`src/rtl/vend_pkg.sv`:
```
// Shared types and queue helpers for the beverage dispenser actuator controller.
package vend_pkg;

  localparam int QCNT_W = 2;
  localparam logic [QCNT_W-1:0] QMAX = 2'd3;

  typedef enum logic [1:0] {
    IDLE      = 2'd0,
    MOTOR     = 2'd1,
    WAIT_DROP = 2'd2,
    FAULT     = 2'd3
  } vend_state_e;

  // Next value of a saturating request counter; simultaneous inc and dec cancel.
  function automatic logic [QCNT_W-1:0] q_next(input logic [QCNT_W-1:0] cnt,
                                               input logic              inc,
                                               input logic              dec);
    logic [QCNT_W-1:0] nxt;
    nxt = cnt;
    if (inc && !dec) begin
      if (cnt != QMAX) nxt = cnt + QCNT_W'(1);
      else             nxt = cnt;
    end else if (dec && !inc) begin
      nxt = cnt - QCNT_W'(1);
    end else begin
      nxt = cnt;
    end
    return nxt;
  endfunction

  // A request is lost when the counter is full and nothing leaves in the same cycle.
  function automatic logic q_ovf(input logic [QCNT_W-1:0] cnt,
                                 input logic              inc,
                                 input logic              dec);
    return inc & ~dec & (cnt == QMAX);
  endfunction

endpackage

```
`src/rtl/coin_eject_ctrl.sv`:
```
// Change-coin ejector: saturating coin queue plus a fixed-width solenoid pulse.
// Pulses are separated by at least one low cycle; runs independently of vending.
module coin_eject_ctrl
  import vend_pkg::*;
#(
  parameter int CHANGE_CYCLES = 20
) (
  input  logic sys_clk,
  input  logic sys_rst_n,
  input  logic req_i,
  input  logic clr_i,
  output logic coin_eject_o,
  output logic busy_nxt_o,
  output logic ovf_o
);

  localparam int CNT_W = (CHANGE_CYCLES > 1) ? $clog2(CHANGE_CYCLES) : 1;
  localparam logic [CNT_W-1:0] CNT_LAST = CNT_W'(CHANGE_CYCLES - 1);

  logic [QCNT_W-1:0] chg_pend_q, chg_pend_d;
  logic              eject_q, eject_d;
  logic [CNT_W-1:0]  cnt_q, cnt_d;
  logic              start_s;

  // Next-state for the coin queue and pulse timer; a new coin starts only while the solenoid is low.
  always_comb begin
    chg_pend_d = chg_pend_q;
    eject_d    = eject_q;
    cnt_d      = cnt_q;
    start_s    = ~eject_q & (chg_pend_q != '0);
    ovf_o      = 1'b0;
    if (clr_i) begin
      chg_pend_d = '0;
      eject_d    = 1'b0;
      cnt_d      = '0;
    end else begin
      if (eject_q) begin
        if (cnt_q == CNT_LAST) begin
          eject_d = 1'b0;
          cnt_d   = '0;
        end else begin
          cnt_d = cnt_q + CNT_W'(1);
        end
      end else if (start_s) begin
        eject_d = 1'b1;
        cnt_d   = '0;
      end else begin
        eject_d = 1'b0;
      end
      chg_pend_d = q_next(chg_pend_q, req_i, start_s);
      ovf_o      = q_ovf(chg_pend_q, req_i, start_s);
    end
    busy_nxt_o = (chg_pend_d != '0) | eject_d;
  end

  // Coin queue and solenoid registers; reset drops the solenoid immediately.
  always_ff @(posedge sys_clk or negedge sys_rst_n) begin
    if (!sys_rst_n) begin
      chg_pend_q <= '0;
      eject_q    <= 1'b0;
      cnt_q      <= '0;
    end else begin
      chg_pend_q <= chg_pend_d;
      eject_q    <= eject_d;
      cnt_q      <= cnt_d;
    end
  end

  assign coin_eject_o = eject_q;

endmodule

```
`src/rtl/beverage_dispenser.sv`:
```
// Actuator controller downstream of the vending FSM: queues vend and change
// requests, runs the release motor, confirms each can against the drop sensor
// with a timeout, and halts vending on a missed drop until an operator clears it.
module beverage_dispenser
  import vend_pkg::*;
#(
  parameter int MOTOR_CYCLES   = 50,
  parameter int TIMEOUT_CYCLES = 500,
  parameter int CHANGE_CYCLES  = 20
) (
  input  logic              sys_clk,
  input  logic              sys_rst_n,
  input  logic              po_beverage,
  input  logic              po_money,
  input  logic              drop_sensor,
  input  logic              fault_clr,
  output logic              motor_en,
  output logic              coin_eject,
  output logic [QCNT_W-1:0] pend_cnt,
  output logic              busy,
  output logic              fault,
  output logic              overflow
);

  localparam int TMR_MAX = (MOTOR_CYCLES > TIMEOUT_CYCLES) ? MOTOR_CYCLES : TIMEOUT_CYCLES;
  localparam int TMR_W   = (TMR_MAX > 1) ? $clog2(TMR_MAX) : 1;
  localparam logic [TMR_W-1:0] MOTOR_LAST   = TMR_W'(MOTOR_CYCLES - 1);
  localparam logic [TMR_W-1:0] TIMEOUT_LAST = TMR_W'(TIMEOUT_CYCLES - 1);

  vend_state_e       state_q, state_d;
  logic [TMR_W-1:0]  tmr_q, tmr_d;
  logic [QCNT_W-1:0] pend_q, pend_d;
  logic              motor_q, fault_q, ovf_q, ovf_d, busy_q, busy_d;
  logic              drop_meta_q, drop_sync_q, drop_prev_q;
  logic              drop_evt_s, done_s, vend_ovf_s;
  logic              chg_busy_nxt_s, chg_ovf_s;

  // Two-flop synchronizer for the raw drop sensor plus a delay flop for edge detection.
  always_ff @(posedge sys_clk or negedge sys_rst_n) begin
    if (!sys_rst_n) begin
      drop_meta_q <= 1'b0;
      drop_sync_q <= 1'b0;
      drop_prev_q <= 1'b0;
    end else begin
      drop_meta_q <= drop_sensor;
      drop_sync_q <= drop_meta_q;
      drop_prev_q <= drop_sync_q;
    end
  end

  assign drop_evt_s = drop_sync_q & ~drop_prev_q;

  // Vend FSM next-state, shared motor/timeout timer, vend queue and sticky overflow.
  always_comb begin
    state_d = state_q;
    tmr_d   = tmr_q;
    done_s  = 1'b0;
    case (state_q)
      IDLE: begin
        if (pend_q != '0) begin
          state_d = MOTOR;
          tmr_d   = '0;
        end else begin
          state_d = IDLE;
        end
      end
      MOTOR: begin
        if (tmr_q == MOTOR_LAST) begin
          state_d = WAIT_DROP;
          tmr_d   = '0;
        end else begin
          tmr_d = tmr_q + TMR_W'(1);
        end
      end
      WAIT_DROP: begin
        // A drop in the expiry cycle still confirms the vend.
        if (drop_evt_s) begin
          done_s  = 1'b1;
          state_d = IDLE;
          tmr_d   = '0;
        end else if (tmr_q == TIMEOUT_LAST) begin
          state_d = FAULT;
          tmr_d   = '0;
        end else begin
          tmr_d = tmr_q + TMR_W'(1);
        end
      end
      FAULT: begin
        // The failed vend stays counted in pend_q and is retried from IDLE.
        if (fault_clr) state_d = IDLE;
        else           state_d = FAULT;
      end
      default: begin
        state_d = IDLE;
        tmr_d   = '0;
      end
    endcase
    pend_d     = q_next(pend_q, po_beverage, done_s);
    vend_ovf_s = q_ovf(pend_q, po_beverage, done_s);
    ovf_d      = (ovf_q & ~fault_clr) | vend_ovf_s | chg_ovf_s;
    busy_d     = (state_d != IDLE) | (pend_d != '0) | chg_busy_nxt_s;
  end

  // State and output registers; reset stops the motor without waiting for a clock.
  always_ff @(posedge sys_clk or negedge sys_rst_n) begin
    if (!sys_rst_n) begin
      state_q <= IDLE;
      tmr_q   <= '0;
      pend_q  <= '0;
      motor_q <= 1'b0;
      fault_q <= 1'b0;
      ovf_q   <= 1'b0;
      busy_q  <= 1'b0;
    end else begin
      state_q <= state_d;
      tmr_q   <= tmr_d;
      pend_q  <= pend_d;
      motor_q <= (state_d == MOTOR);
      fault_q <= (state_d == FAULT);
      ovf_q   <= ovf_d;
      busy_q  <= busy_d;
    end
  end

  // No synchronous flush source exists at this level, so the ejector clear is held off.
  coin_eject_ctrl #(
    .CHANGE_CYCLES (CHANGE_CYCLES)
  ) u_coin_eject_ctrl (
    .sys_clk      (sys_clk),
    .sys_rst_n    (sys_rst_n),
    .req_i        (po_money),
    .clr_i        (1'b0),
    .coin_eject_o (coin_eject),
    .busy_nxt_o   (chg_busy_nxt_s),
    .ovf_o        (chg_ovf_s)
  );

  assign motor_en = motor_q;
  assign pend_cnt = pend_q;
  assign busy     = busy_q;
  assign fault    = fault_q;
  assign overflow = ovf_q;

endmodule

```
`config.mk`:
```
export PLATFORM = sky130hd
export DESIGN_NAME = beverage_dispenser
export DESIGN_NICKNAME = d
export VERILOG_FILES = /design/src/rtl/vend_pkg.sv /design/src/rtl/coin_eject_ctrl.sv /design/src/rtl/beverage_dispenser.sv
export SDC_FILE = /design/constraint.sdc
export NUM_CORES = 1
export LEC_CHECK = 0
export CAP_MARGIN = 20
export CORE_MARGIN = 8
export CORE_UTILIZATION = 25
export CTS_BUF_LIST = sky130_fd_sc_hd__clkbuf_16
export CTS_CLUSTER_SIZE = 25
export DETAILED_ROUTE_END_ITERATION = 7
export GPL_TIMING_DRIVEN = 0
export MAX_ROUTING_LAYER = met4
export PLACE_DENSITY = 0.46
export SETUP_SLACK_MARGIN = 0.15
export SLEW_MARGIN = 20
export SYNTH_ARGS = -nofsm -noshare
export SYNTH_HDL_FRONTEND = slang
export SYNTH_SLANG_ARGS = --single-unit
```
`constraint.sdc`:
```
create_clock -name sys_clk -period 2 [get_ports sys_clk]
set_input_delay 0.4 -clock sys_clk [delete_from_list [all_inputs] [get_ports sys_clk]]
set_output_delay 0.4 -clock sys_clk [all_outputs]
set_load 0.005 [all_outputs]
```
Yosys cells after proc, flatten, opt, wreduce, memory -nomap -nowiden
Cells that the tools add are included.
W data, S select, Z words.

storage, ports and cells
  bits in registers = 28

cells by class
  bitwise operators = 17
  reduce and logical (&&, ||, !) cells = 17
  multiplexer cells = 25
  equality and inequality tests = 13
  $add $sub $neg = 6

operator list
  cell                   number
  $mux W9                4
  $pmux W9 S3            1
  $mux W2                10
  $mux W5                3
  $reduce_bool A2 Y1     6
  $eq A2 B2 Y1 const B   5
  $add A9 B1 Y9 const B  1
  $eq A9 B6 Y1 const B   1
  $eq A9 B9 Y1 const B   1
  $pmux W2 S4            1
  $and A1 B1 Y1          7
  $mux W1                6
  $ne A2 B2 Y1 const B   3
  $add A5 B1 Y5 const B  1
  $eq A5 B5 Y1 const B   1
  $not A1 Y1             5
  $or A1 B1 Y1           5
  $add A2 B1 Y2 const B  2
  $eq A2 B1 Y1 const B   2
  $logic_and A1 B1 Y1    4
  $logic_not A1 Y1       4
  $sub A2 B1 Y2 const B  2
  $reduce_bool A3 Y1     1
  $logic_not A2 Y1       1
  $reduce_and A2 Y1      1

Longest topological paths before layout
Gate-level depths: netlist (run 1).

  depth in word-level cells = 10
  mapped depth = 8
  depth with buffers taken out = 8

Modules after synthesis
From an unflattened synthesis (run 1), not the netlist that was laid out.

second synthesis, totals
  cells, all modules = 174
  area total of the unflattened synthesis = 1760.4 µm²

by module, submodules not included
  module              times used  area an instance (µm²)  cells each
  beverage_dispenser  1           1238.7                  120
  coin_eject_ctrl     1           521.8                   54

Worst setup path before layout (run 1)
OpenSTA, ideal clock, no wires.

  kind = reg2reg
  start = register tmr_q[1]
  end = register tmr_q[0]
  path buffers = 0
  setup slack = 276 ps
  required time = 1875 ps
  period minus slack after synthesis = 1724 ps
  cell stages (with the launch flop) = 8
  arrival = 1599 ps
  path through = dfrtp_1 > inv_1 > ha_1 > nor4b_1 > a21boi_1 > o21ai_4 > nor2_4 > mux2_2

on the way
  longest elaborated chain between the ends = 4
  elaborated cells on any way between the ends = 6
  classes of those cells = eq/ne: 2; mux: 4

ends and longest elaborated chain
  what                    line                       source
  from (decl)             beverage_dispenser.sv:31   logic [TMR_W-1:0] tmr_q, tmr_d;
  from (signal assigned)  beverage_dispenser.sv:116  tmr_q <= tmr_d;
  $eq A9 B9 Y1            beverage_dispenser.sv:81   end else if (tmr_q == TIMEOUT_LAST) begin
  $mux W9                 beverage_dispenser.sv:81
  $mux W9                 beverage_dispenser.sv:77   if (drop_evt_s) begin
  $pmux W9 S3 (*)         beverage_dispenser.sv:58   case (state_q)

Mark *: on every way between the ends. The rest lies on a longest branch, timed or not.
A chain may end at the register's enable or synchronous reset.

Final worst setup path (run 1)
  start = register tmr_q[3]
  end = register tmr_q[0]

Same word-level chain as after synthesis.

==> metrics.txt, run 1 <==
# TYPE chip_impl_metric gauge
chip_impl_info{name="grt_setup_unrepaired",value="true"} 1
chip_impl_metric{name="drc",unit=""} 0
chip_impl_info{name="run_status",value="finished, final reports clean"} 1
chip_impl_info{name="synth_top_cells_by_area",value="sky130_fd_sc_hd__dfrtp_1 43%, sky130_fd_sc_hd__ha_1 12%, sky130_fd_sc_hd__a22o_1 4.3%"} 1
chip_impl_metric{name="synth.cell_area",unit="µm²"} 1640
chip_impl_metric{name="synth_fp_nets",unit=""} 192
chip_impl_metric{name="cts.clk_slew.worst_paths",unit="ps"} 70
chip_impl_metric{name="netlist_cell_types",unit=""} 41
chip_impl_metric{name="setup_viol",unit=""} 0
chip_impl_metric{name="worst-r2r-cell-count",unit=""} 5
chip_impl_metric{name="hold_viol",unit=""} 0
chip_impl_info{name="worstSetupPathType",value="flop to flop"} 1
chip_impl_metric{name="synthArstFlopShare",unit=""} 1.00
chip_impl_info{name="path_delay_family",value="compound AO/OA/AOI/OAI gates"} 1
chip_impl_metric{name="synth_edf_count",unit=""} 0
chip_impl_metric{name="grt_pass1_wl",unit="µm"} 6180
chip_impl_metric{name="clock-skew-final",unit="ps"} 5.92
chip_impl_metric{name="rows",unit=""} 29
chip_impl_metric{name="fmax",unit="GHz"} 0.557
chip_impl_metric{name="crit_path_max_incr_delay",unit="ps"} 420
chip_impl_metric{name="critical_path.n_buffers_inverters",unit=""} 0
chip_impl_metric{name="grt_antenna_before_repair",unit=""} 0
chip_impl_info{name="cp-start-kind",value="flop"} 1
chip_impl_info{name="r2r_end",value="tmr_q[0]"} 1
chip_impl_metric{name="setup-tns-final",unit="ps"} 0
chip_impl_metric{name="synth-seq-area-share",unit=""} 0.427
chip_impl_metric{name="htree_num_levels",unit=""} 1
chip_impl_metric{name="finalCriticalPeriod",unit="ps"} 1800
chip_impl_metric{name="syn_area_per_cell",unit="µm²"} 9.66
chip_impl_metric{name="grt_start_max_net_pins",unit=""} 29
chip_impl_info{name="ys.flop_type",value="sky130_fd_sc_hd__dfrtp_1"} 1
chip_impl_metric{name="pwr_density_cell",unit="nW/µm²"} 1030
chip_impl_metric{name="route.antenna.remaining_nets",unit=""} 0
chip_impl_info{name="post-synth-top-count-cell",value="sky130_fd_sc_hd__dfrtp_1"} 1
chip_impl_metric{name="rrSetupSlack",unit="ps"} 200
chip_impl_metric{name="nFillCells",unit=""} 654
chip_impl_metric{name="viasPerCell",unit=""} 4.74
chip_impl_metric{name="slew_viol_final",unit=""} 0
chip_impl_info{name="holdCritPathClass",value="input pin to async pin"} 1
chip_impl_metric{name="cap_violations",unit=""} 0
chip_impl_metric{name="portion_of_the_clock_cycle_consumed_by_the_worst_path_in_the_final_layout",unit=""} 0.898
chip_impl_metric{name="max_slew_margin",unit=""} 0.568
chip_impl_metric{name="gp_congestion",unit=""} 0.696
chip_impl_metric{name="tightestPinTransition",unit="ps"} 649
chip_impl_metric{name="antenna_cells_inserted",unit=""} 0
chip_impl_metric{name="wl",unit="µm"} 3640
chip_impl_metric{name="post_route_cell_area",unit="µm²"} 2090
chip_impl_metric{name="crit_arrival",unit="ps"} 1950
chip_impl_metric{name="post-route-util",unit=""} 0.329
chip_impl_metric{name="worstSkewPairLatency",unit="ps"} 270
chip_impl_metric{name="place.detailed.hpwl",unit="µm"} 2420
chip_impl_metric{name="syn_inst",unit=""} 170
chip_impl_info{name="worst_setup_path_end_kind",value="flop"} 1
chip_impl_metric{name="area_delta_synth_final",unit="%"} 27.2
chip_impl_info{name="clk_root_buffer_cell",value="sky130_fd_sc_hd__clkbuf_16"} 1
chip_impl_metric{name="cp_max_fo",unit=""} 7
chip_impl_info{name="tritoncts",value="yes"} 1
chip_impl_info{name="crit_path_cell_trace",value="or2_1, o311a_4, o21ai_4, nor2_4, mux2_2"} 1
chip_impl_metric{name="clock_sinks",unit=""} 28
chip_impl_metric{name="ys_warn_count",unit=""} 0
chip_impl_metric{name="die_h",unit="µm"} 97.0
chip_impl_metric{name="start_util",unit=""} 0.259
chip_impl_metric{name="netlist.area_leader.share",unit=""} 0.427
chip_impl_metric{name="core_area",unit="µm²"} 6350
chip_impl_metric{name="p_leak",unit="µW"} 0.000941
chip_impl_metric{name="gr-usage-all-layers",unit=""} 0.0818
chip_impl_metric{name="holdWs",unit="ps"} 154
chip_impl_info{name="synth_area_leader_cell",value="sky130_fd_sc_hd__dfrtp_1"} 1
chip_impl_metric{name="cts_made_buffers",unit=""} 3
chip_impl_metric{name="first_global_vias",unit=""} 1273
chip_impl_metric{name="floorplan.io_pins",unit=""} 13
chip_impl_metric{name="postPlaceCellArea",unit="µm²"} 1840
chip_impl_metric{name="synth.ff_latch_count",unit=""} 28
chip_impl_metric{name="cts-root-to-sink-buffers",unit=""} 2
chip_impl_info{name="cpMaxStageDelayCell",value="sky130_fd_sc_hd__dfrtp_1"} 1
chip_impl_metric{name="cts.hold.buffers_added",unit=""} 0
chip_impl_metric{name="final_net_count",unit=""} 215
chip_impl_metric{name="crit_required",unit="ps"} 2150
chip_impl_metric{name="die_w",unit="µm"} 97.0
chip_impl_metric{name="ir_worst_vdd",unit="µV"} 441
chip_impl_metric{name="detail_route.first_pass.iterations",unit=""} 4
chip_impl_metric{name="detail_route.wl_per_cell",unit="µm"} 13.5
chip_impl_metric{name="place.port_buffers",unit=""} 11
chip_impl_metric{name="detail_route.iter0.violations",unit=""} 41
chip_impl_metric{name="grt_remaining_overflow",unit=""} 0
chip_impl_metric{name="p_total",unit="µW"} 2150
chip_impl_metric{name="vias",unit=""} 1276
chip_impl_info{name="synth.cells.most_frequent",value="28 x sky130_fd_sc_hd__dfrtp_1, 16 x sky130_fd_sc_hd__ha_1, 16 x sky130_fd_sc_hd__nand2_1, 14 x sky130_fd_sc_hd__o21ai_0, 11 x sky130_fd_sc_hd__inv_1"} 1
chip_impl_metric{name="drive_above_1_share",unit=""} 0.182
chip_impl_info{name="critical_path.reg2reg.startpoint",value="tmr_q[3]"} 1
chip_impl_metric{name="design.die.area",unit="µm²"} 9410
## kinds of logic after synthesis
logic type,share of synthesized area
AO/OA/AOI/OAI,0.189
XOR/XNOR,0.0160
adder cells (fa/ha/maj),0.122
buffers and inverters,0.0351
flip-flops,0.427
multiplexers,0.00686
AND/OR/NAND/NOR,0.204
## where the power goes
| part | leakage [µW] | internal, µW | switching (µW) |
|---|---|---|---|
| Sequential | 0.000331 | 676 | 107 |
| Combinational | 0.000558 | 373 | 386 |
| Clock | 0.0000511 | 399 | 205 |
## worst register-to-register path, stage by stage, from the launching register on
cell                      delay (ps)
sky130_fd_sc_hd__dfrtp_1         420
sky130_fd_sc_hd__or2_1           280
sky130_fd_sc_hd__o311a_4         390
sky130_fd_sc_hd__o21ai_4         230
sky130_fd_sc_hd__nor2_4           90
sky130_fd_sc_hd__mux2_2          260
## what timing repair did
item | 4_1_cts | 5_1_grt
hold endpoints to repair | 0 | 0
endpoints found under the setup margin | 8 | 12
gates resized for setup | 9 | 10
pin swaps | 3 | 7
buffers inserted | 5 | 1
cloned | 1 | 0
## routing by layer
| layer | part of all wire | track usage | routed length (µm) | vias up |
|---|---|---|---|---|
| li1 | - | - | - | 645 |
| met1 | 0.50 | 0.101 | 1830 | 602 |
| met2 | 0.45 | 0.122 | 1630 | 24 |
| met3 | 0.033 | 0.0235 | 120 | 5 |
| met4 | 0.015 | 0.0320 | 55 | 0 |
| met5 | 0 | - | 0 | - |
## registers in the layout (all words and copies together), names as in the netlist
name / flops
u_coin_eject_ctrl.cnt_q: 5
drop_prev_q: 1
fault: 1
busy: 1
motor_en: 1
pend_cnt: 2
drop_sync_q: 1
state_q: 2
tmr_q: 9
u_coin_eject_ctrl.coin_eject_o: 1
drop_meta_q: 1
u_coin_eject_ctrl.chg_pend_q: 2
overflow: 1
## layout by cell type (no fill, tap or decap), drive strengths merged, types with 2 or more instances in the layout
cell	n
a211oi	3
ha	16
o21ai	21
dfrtp	28
nor2b	6
and3b	2
xnor2	2
clkbuf	5
a21oi	5
and2	2
nand3	2
a21o	2
nand4	2
or2	2
clkdlybuf4s50	10
nor2	11
nand2b	3
and3	3
a22o	8
nor3	6
buf	9
nand2	17
inv	11
## per-stage QoR
step	std cells	setup slack, ps
detailed placement	258	-38.2
floorplan	170	276
global placement	258	-37.9
global route	269	80.7
finish	269	204
CTS	268	128
## worst max path at each step
stage	from	endpoint	slack, ps	cells after the start
finish	tmr_q[3]	tmr_q[0]	200	5
global route	tmr_q[1]	tmr_q[0]	80	7
CTS	tmr_q[0]	tmr_q[0]	130	6
detailed placement	tmr_q[1]	tmr_q[0]	-40	7
global placement	sys_rst_n	pend_cnt[0]	-40	1
floorplan	tmr_q[1]	tmr_q[0]	280	7
## layout make-up
class	count	area, µm²	share of cell area
multi-input cells	128	975	0.467
repair buffers	17	150	0.0719
well taps	77	96.3	0.0461
inverters	11	41.3	0.0198
clock buffers	3	75.1	0.0359
flip-flops and latches	28	702	0.336
clock inverters	1	30.0	0.0144
plain buffers	4	18.8	0.00899
Note: power is estimated with default switching activity, not from simulation.
==> run 2, diff against run 1 <==
Settings changed: SKIP_CTS_REPAIR_TIMING set to 1.
==> run 2 against run 1 <==
Against the previous run:
- setup slack got worse by 43 ps
- flip-flop and latch count unchanged
- total power increased by 0.25%
- critical path type unchanged
- via count decreased by 2.6%
- first-iteration DRC count increased by 12%
- sequential power about the same
- utilization decreased by 0.47 points
- register-to-register slack got worse by 40 ps
==> metrics.txt, run 2 (synthesized netlist as in run 1, its figures left out) <==
# TYPE chip_impl_metric gauge
chip_impl_metric{name="detail_route.wl_per_cell",unit="µm"} 13.1
chip_impl_metric{name="setup_viol",unit=""} 0
chip_impl_metric{name="post_route_cell_area",unit="µm²"} 2060
chip_impl_metric{name="crit_required",unit="ps"} 2160
chip_impl_metric{name="grt_start_max_net_pins",unit=""} 29
chip_impl_metric{name="start_util",unit=""} 0.259
chip_impl_metric{name="finalWorstSetupSlack",unit="ps"} 161
chip_impl_metric{name="core_area",unit="µm²"} 6350
chip_impl_metric{name="viasPerCell",unit=""} 4.62
chip_impl_info{name="cp-startpoint",value="tmr_q[0]"} 1
chip_impl_info{name="clk_root_buffer_cell",value="sky130_fd_sc_hd__clkbuf_16"} 1
chip_impl_metric{name="final_net_count",unit=""} 215
chip_impl_metric{name="layout.area.seq",unit="µm²"} 701
chip_impl_info{name="critical_path.reg2reg.startpoint",value="tmr_q[0]"} 1
chip_impl_metric{name="clock-skew-final",unit="ps"} 5.10
chip_impl_metric{name="cap_violations",unit=""} 0
chip_impl_metric{name="antenna_cells_inserted",unit=""} 0
chip_impl_metric{name="grt.met3_usage",unit=""} 0.0235
chip_impl_info{name="cp-start-kind",value="flop"} 1
chip_impl_metric{name="clock_sinks",unit=""} 28
chip_impl_metric{name="rows",unit=""} 29
chip_impl_metric{name="hold_viol",unit=""} 0
chip_impl_metric{name="postPlaceCellArea",unit="µm²"} 1840
chip_impl_metric{name="p_total",unit="µW"} 2150
chip_impl_metric{name="share_comb_of_total_power",unit=""} 0.353
chip_impl_metric{name="gp_congestion",unit=""} 0.696
chip_impl_info{name="worstSetupPathType",value="flop to flop"} 1
chip_impl_metric{name="floorplan.io_pins",unit=""} 13
chip_impl_metric{name="power.net_switching",unit="µW"} 686
chip_impl_metric{name="htree_num_levels",unit=""} 1
chip_impl_metric{name="wl",unit="µm"} 3530
chip_impl_metric{name="cp_max_fo",unit=""} 7
chip_impl_metric{name="cts_made_buffers",unit=""} 3
chip_impl_metric{name="p_leak",unit="µW"} 0.000932
chip_impl_info{name="tritoncts",value="yes"} 1
chip_impl_metric{name="place.port_buffers",unit=""} 11
chip_impl_metric{name="gr-usage-all-layers",unit=""} 0.0765
chip_impl_metric{name="nFillCells",unit=""} 654
chip_impl_info{name="grt_setup_unrepaired",value="true"} 1
chip_impl_metric{name="drive_above_1_share",unit=""} 0.182
chip_impl_metric{name="portion_of_the_clock_cycle_consumed_by_the_worst_path_in_the_final_layout",unit=""} 0.919
chip_impl_metric{name="vias",unit=""} 1243
chip_impl_metric{name="cellInternalPower",unit="µW"} 1470
chip_impl_info{name="commonest_non_fill_non_tap_cells_in_the_layout",value="28 x sky130_fd_sc_hd__dfrtp_1, 16 x sky130_fd_sc_hd__nand2_1, 14 x sky130_fd_sc_hd__o21ai_0, 14 x sky130_fd_sc_hd__ha_1"} 1
chip_impl_metric{name="max_slew_margin",unit=""} 0.569
chip_impl_metric{name="clkPwrFrac",unit=""} 0.283
chip_impl_metric{name="multiInputGateArea",unit="µm²"} 928
chip_impl_metric{name="die_w",unit="µm"} 97.0
chip_impl_metric{name="place.detailed.hpwl",unit="µm"} 2420
chip_impl_metric{name="design.die.area",unit="µm²"} 9410
chip_impl_metric{name="post_layout_nonfiller_instances",unit=""} 269
chip_impl_info{name="run_status",value="finished, final reports clean"} 1
chip_impl_metric{name="slew_viol_final",unit=""} 0
chip_impl_metric{name="die_h",unit="µm"} 97.0
chip_impl_info{name="layout_top_registers",value="tmr_q: 9 flops, u_coin_eject_ctrl.cnt_q: 5 flops"} 1
chip_impl_metric{name="first_global_vias",unit=""} 1197
chip_impl_metric{name="largest_reg_flops",unit=""} 9
chip_impl_metric{name="dp_slack",unit="ps"} -38.2
chip_impl_metric{name="worstSkewPairLatency",unit="ps"} 270
chip_impl_info{name="regMostFlops",value="tmr_q"} 1
chip_impl_metric{name="grt_remaining_overflow",unit=""} 0
chip_impl_metric{name="crit_arrival",unit="ps"} 2000
chip_impl_metric{name="route.antenna.remaining_nets",unit=""} 0
chip_impl_metric{name="cts.clk_slew.worst_paths",unit="ps"} 70
chip_impl_metric{name="area_delta_synth_final",unit="%"} 25.4
chip_impl_metric{name="detail_route.iter0.violations",unit=""} 46
chip_impl_metric{name="cts-root-to-sink-buffers",unit=""} 2
chip_impl_info{name="layout.cells.most_common",value="sky130_fd_sc_hd__dfrtp_1"} 1
chip_impl_metric{name="switching_share",unit=""} 0.319
chip_impl_metric{name="grt_pass1_wl",unit="µm"} 5790
chip_impl_info{name="top_usage_layer",value="met2"} 1
chip_impl_metric{name="holdWs",unit="ps"} 154
chip_impl_metric{name="detail_route.first_pass.iterations",unit=""} 4
chip_impl_info{name="holdCritPathClass",value="input pin to async pin"} 1
chip_impl_info{name="worst_setup_path_end_kind",value="flop"} 1
chip_impl_metric{name="gr-usage-met1",unit=""} 0.0957
chip_impl_metric{name="finalCriticalPeriod",unit="ps"} 1840
chip_impl_metric{name="seq_power_share",unit=""} 0.364
chip_impl_metric{name="ir_worst_vdd",unit="µV"} 431
chip_impl_metric{name="pwr_density_cell",unit="nW/µm²"} 1050
chip_impl_metric{name="grt_antenna_before_repair",unit=""} 0
chip_impl_metric{name="tightestPinTransition",unit="ps"} 647
chip_impl_metric{name="fmax",unit="GHz"} 0.544
chip_impl_metric{name="met2_usage",unit=""} 0.111
chip_impl_metric{name="placed_cells",unit=""} 258
chip_impl_metric{name="drc",unit=""} 0
run 2: layer usage:
metal	wire (µm)	up-vias
li1	-	640
met4	57	0
met3	114	5
met5	0	-
met2	1620	16
met1	1740	582
run 2: final timing paths:
path / endpoint / slack (ps) / cells after the start
setup / recovery: tmr_q[0] / 160 / 7
hold / removal: tmr_q[2] / 150 / 1
setup reg to reg: tmr_q[0] / 160 / 7
hold reg to reg: drop_sync_q / 360 / 0
max in group asynchronous: drop_sync_q / 1430 / 1
min in group sys_clk: drop_sync_q / 360 / 0
run 2: metrics by stage:
step	TNS (ps)	util
after floorplan	0	-
after global placement	-1040	0.291
after detailed placement	-47.7	0.290
after CTS	-17.1	0.307
after global routing	0	0.324
final	0	0.324
run 2: area by class of cell:
class | count | share of cell area
clock inverter | 1 | 0.0146
sequential | 28 | 0.340
timing repair buffer | 18 | 0.0815
multi-input combinational | 127 | 0.451
clock buffer | 3 | 0.0365
tap | 77 | 0.0468
inverter | 11 | 0.0201
buffer | 4 | 0.00912
run 2: power groups by stage:
stage	clock network [µW]	registers [µW]	logic, µW
floorplan	0	767	475
global placement	0	795	625
detailed placement	0	794	636
CTS	635	787	634
global route	648	803	853
finish	608	783	760
run 2: critical path, stage by stage, from the launching register on:
cell and delay (ps):
sky130_fd_sc_hd__dfrtp_1 400, sky130_fd_sc_hd__ha_2 220, sky130_fd_sc_hd__nand4_1 110, sky130_fd_sc_hd__o311a_1 350, sky130_fd_sc_hd__o21ai_4 190, sky130_fd_sc_hd__buf_12 130, sky130_fd_sc_hd__nor2_4 50, sky130_fd_sc_hd__mux2_2 260
==> run 3, diff against run 2 <==
Settings changed: GPL_ROUTABILITY_DRIVEN set to 0.
==> results of run 3 <==
The final DEF is identical to that of run 2; final timing and power are the same.
